File: src/rtl/mult_pkg.sv
// Shared defaults, width helper and FSM encoding for the MAC datapath.
package mult_pkg;

  localparam int IN_W_DEF  = 8;
  localparam int COUNT_DEF = 4;

  // Ceiling log2. clog2(1) is 0, so COUNT = 1 adds no growth bits.
  function automatic int clog2(input int v);
    int r;
    r = 0;
    for (int i = 0; i < 32; i++)
      if ((1 << r) < v) r++;
    return r;
  endfunction

  typedef enum logic {ACCUM = 1'b0, HOLD = 1'b1} state_e;

endpackage

File: src/rtl/product_accumulator.sv
// Sums groups of COUNT unsigned products (or fewer, closed by in_last) and
// presents each group sum with its length over a valid/ready handshake.
module product_accumulator
  import mult_pkg::*;
#(
  parameter  int IN_W  = IN_W_DEF,
  parameter  int COUNT = COUNT_DEF,
  localparam int ACC_W = IN_W + clog2(COUNT),
  localparam int CNT_W = clog2(COUNT + 1)
) (
  input  logic             clk,
  input  logic             rst_n,
  input  logic [IN_W-1:0]  p_in,
  input  logic             in_valid,
  input  logic             in_last,
  output logic             in_ready,
  input  logic             clear,
  output logic [ACC_W-1:0] acc_out,
  output logic [CNT_W-1:0] group_len,
  output logic             out_valid,
  input  logic             out_ready
);

  state_e             state_q, state_d;
  logic [ACC_W-1:0]   acc_q;
  logic [CNT_W-1:0]   cnt_q;
  logic [ACC_W-1:0]   sum;
  logic [CNT_W-1:0]   cnt_inc;
  logic               accept;
  logic               close;

  // cnt_q never exceeds COUNT-1, so cnt_q + 1 always fits CNT_W.
  assign sum     = acc_q + ACC_W'(p_in);
  assign cnt_inc = cnt_q + CNT_W'(1);
  assign accept  = in_valid && in_ready;
  assign close   = (cnt_inc == CNT_W'(COUNT)) || in_last;

  // FSM state register
  always_ff @(posedge clk) begin
    if (!rst_n) state_q <= ACCUM;
    else        state_q <= state_d;
  end

  // FSM next state: clear always wins and returns to collecting
  always_comb begin
    state_d = state_q;
    if (clear) begin
      state_d = ACCUM;
    end else begin
      case (state_q)
        ACCUM:   if (accept && close) state_d = HOLD;
        HOLD:    if (out_ready)       state_d = ACCUM;
        default: state_d = ACCUM;
      endcase
    end
  end

  // FSM output: only in_ready is combinational, independent of out_ready
  always_comb begin
    in_ready = (state_q == ACCUM) && !clear;
  end

  // Accumulator, beat counter and registered result
  always_ff @(posedge clk) begin
    if (!rst_n) begin
      acc_q     <= '0;
      cnt_q     <= '0;
      acc_out   <= '0;
      group_len <= '0;
      out_valid <= 1'b0;
    end else if (clear) begin
      acc_q     <= '0;
      cnt_q     <= '0;
      acc_out   <= '0;
      group_len <= '0;
      out_valid <= 1'b0;
    end else if (accept) begin
      if (close) begin
        acc_out   <= sum;
        group_len <= cnt_inc;
        acc_q     <= '0;
        cnt_q     <= '0;
        out_valid <= 1'b1;
      end else begin
        acc_q <= sum;
        cnt_q <= cnt_inc;
      end
    end else if (state_q == HOLD && out_ready) begin
      // result stays on acc_out/group_len; only the valid drops
      out_valid <= 1'b0;
    end
  end

endmodule
File: config.mk
export PLATFORM = sky130hd
export DESIGN_NAME = product_accumulator
export DESIGN_NICKNAME = d
export VERILOG_FILES = /design/src/rtl/mult_pkg.sv /design/src/rtl/product_accumulator.sv
export SDC_FILE = /design/constraint.sdc
export NUM_CORES = 1
export LEC_CHECK = 0
export ABC_AREA = 1
export CELL_PAD_IN_SITES_DETAIL_PLACEMENT = 1
export CELL_PAD_IN_SITES_GLOBAL_PLACEMENT = 1
export CORE_ASPECT_RATIO = 1.1
export CORE_MARGIN = 1
export CORE_UTILIZATION = 34
export DETAILED_ROUTE_END_ITERATION = 10
export GPL_TIMING_DRIVEN = 1
export HOLD_SLACK_MARGIN = 0.05
export PLACE_DENSITY_LB_ADDON = 0.1
export SLEW_MARGIN = 25
export SYNTH_ARGS = -nofsm -noshare
export SYNTH_HDL_FRONTEND = slang
export SYNTH_SLANG_ARGS = --single-unit
File: constraint.sdc
create_clock -name clk -period 1.5 [get_ports clk]
set_input_delay 0.3 -clock clk [delete_from_list [all_inputs] [get_ports clk]]
set_output_delay 0.3 -clock clk [all_outputs]
set_load 0.01 [all_outputs]
==> run summary <==
status -> finished with violations
failing checks -> setup timing
Area Overhead vs Synth -> 66.1%
Crit path max-delay family -> adder cells
Hold WC Path Type -> reg -> reg
Slew Viols, Final -> 0
Achievable Freq -> 598 MHz
grt met2 use -> 41.3%
TritonCTS Buffers -> 3
Gate Count Post-Synth -> 209
crit-path max cell delay -> 0.36 ns
vias in the first global route -> 1745
# DRC -> 0
critical setup path kind -> reg -> reg
Pwr Total -> 0.00173 W
final setup margin -> -0.173 ns
reg-to-reg critical path endpoint -> acc_q[4]
R2R setup slack -> -0.17 ns
post-synthesis net count -> 234
hold path startpoint -> out_valid
Synth async-reset ratio -> 0%
Top Ports -> 29
Netlist Area Pre-Place -> 1570 um^2
antenna-violating nets left -> 0
Arrival @ worst endpoint -> 1.91 ns
crit end category -> flop
Max Cap Viol -> 0
Initial DRC Count -> 66
r2r startpoint -> acc_q[0]
total die area -> 4900 um^2
Slew HR -> 83.8%
sequential fraction of the synthesis area -> 35.7%
Tcrit/Tclk final -> 112%
Final Cell Area -> 2610 um^2
first-pass GRT wire length -> 8020 um
fin nets -> 296
DP HPWL -> 3390 um
critical path's slowest cell -> dfxtp_2
Post-DP Area -> 2120 um^2
M1 GR Usage -> 24.9%
CP cell instances -> ha_4 > inv_2 > fa_2 > o21ai_4 > buf_4 > xor2_2 > nand2_1 > a21oi_2
clock root buffer -> clkbuf_8
VDD IR max -> 0.420 mV
RSZ-0062 raised after global routing -> yes
Antenna diodes -> 0
crit path buf inv count -> 2
Congestion Overflow GR -> 0
Die H -> 73.3 um
Row Count -> 25
Die Wd -> 66.8 um
clock latency at the later pin of the worst-skew pair -> 0.29 ns
GPL Wtd Cong -> 0.792
Reg2Reg Depth -> 8
area of the core -> 4380 um^2
Hold Path Cell Cnt -> 2
Worst setup SP type -> flop
DR WL/cell -> 16.0 um
Total Routing Usage GR -> 22.3%
share of cells above drive strength 1 -> 39.3%
Clock Skews -> 0.00251 ns
Setup violations, final -> 12
Pleak -> 1.30 nW
fin crit period -> 1.67 ns
clock sink count -> 28
vias per cell -> 4.96
via count -> 1607
Worst EP required -> 1.73 ns
Yosys reg bits -> 28
average size of a mapped cell -> 7.52 um^2
GRT busiest layer -> met2
Post-synth EDFFs -> 0
First-pass DRT Iterations -> 4
WHS -> 0.475 ns
clock tree buffer depth -> 2
initial antenna violation count -> 0
hold_buf cts -> 0
end of the worst hold path -> out_valid
crit-path max FO -> 3
met3 usage -> 2.48%
clk slew on worst S/H paths -> 0.11 ns
commonest non-fill, non-tap cell in the layout -> nand2_1
Initial Util -> 35.9%
PortBufs -> 28
utilization after layout -> 59.6%
Crit. Startpoint -> acc_q[0]
Slew @ Worst Pin -> 0.242 ns
final hold vios -> 0
Main synth FF type -> dfxtp_1
YS warnings -> 0
commonest cells after routing, fill and taps aside -> 44 x nand2_1, 26 x buf_4, 23 x inv_1, 22 x dfxtp_1, 14 x nand2_2
Power per Cell Area -> 664 nW/um^2
final wirelength -> 5170 um
CTS H-tree lvls -> 1
largest net degree at the start of global routing -> 17
CTS tree -> yes
synth unique cells -> 30
==> worst register-to-register path, cell delays in order, from the launching register on <==
cell and delay (ns):
dfxtp_2 0.36, ha_4 0.13, inv_2 0.03, fa_2 0.36
o21ai_4 0.20, buf_4 0.16, xor2_2 0.17, nand2_1 0.09
a21oi_2 0.11
==> flip-flops by register name, summed over array words and instances (netlist names) <==
| signal | flops |
|---|---|
| acc_q | 10 |
| out_valid | 1 |
| state_q | 1 |
| group_len | 3 |
| acc_out | 10 |
| cnt_q | 3 |
==> cells in the mapped netlist (all sizes together) (2+ instances only) <==
cell    number  area [um^2]
o21a         5         37.5
dfxtp       28          561
a21o         2         15.0
a21oi       21          124
inv         25         93.8
ha          10          125
o21ai       12         63.8
nand3       10         75.1
nor2        17         78.8
buf          6         45.0
xor2         2         17.5
nand2       61          236
nand3b       2         18.8
o21bai       2         15.0
==> stage by stage <==
step | TNS (ns) | worst slack (ns) | cells
floorplan | -0.0373 | -0.0278 | 209
global placement | -8.75 | -0.577 | 312
detailed placement | -9.61 | -0.631 | 312
CTS | -0.638 | -0.154 | 319
global route | -2.14 | -0.251 | 324
finish | -0.918 | -0.173 | 324
==> power breakdown <==
group | internal [W] | leakage [nW] | switching (W)
Clock | 0.000358 | 0.0357 | 0.000281
Sequential | 0.000756 | 0.229 | 0.00000911
Combinational | 0.000166 | 1.04 | 0.000161
==> logic make-up (layout without fill, tap and decap cells) <==
group | Yosys count | in the layout | share of synthesized area (%)
AOI/OAI and AO/OA | 43 | 43 | 16.7
xor gates and xnor gates | 3 | 3 | 1.67
adders and majority gates | 11 | 11 | 9.24
buffers and inverters | 31 | 92 | 8.84
DFF | 28 | 28 | 35.7
and+or+nand+nor | 93 | 93 | 27.9
==> repair_timing <==
action / CTS / global route
setup buffers: 3 / 6
hold endpoints to repair: 0 / 0
gates resized for setup: 43 / 46
cloned: 1 / 0
pin swaps: 21 / 18
endpoints found under the setup margin: 23 / 31
==> area by class of cell <==
cell class	count	area (um^2)
Inverter	25	93.8
Sequential cell	28	568
Clock buffer	3	41.3
Timing Repair Buffer	63	624
Clock inverter	1	30.0
Tap cell	54	67.6
Fill cell	514	1770
Multi-Input combinational cell	150	1180
==> worst max-delay path by stage <==
stage               slack, ns          to  depth (start not counted)
floorplan               -0.03  acc_out[6]                         10
global placement        -0.58  acc_out[6]                         11
detailed placement      -0.63  acc_out[6]                         11
CTS                     -0.15  acc_out[6]                         10
global route            -0.25    acc_q[4]                          8
finish                  -0.17    acc_q[4]                          8
==> layer usage <==
metal	share of wire, %	routed length [um]
met1	42	2160
met2	54	2770
met3	2.5	128
met4	2.1	108
met5	0	0
No activity file was read; power rests on OpenSTA's default activity.
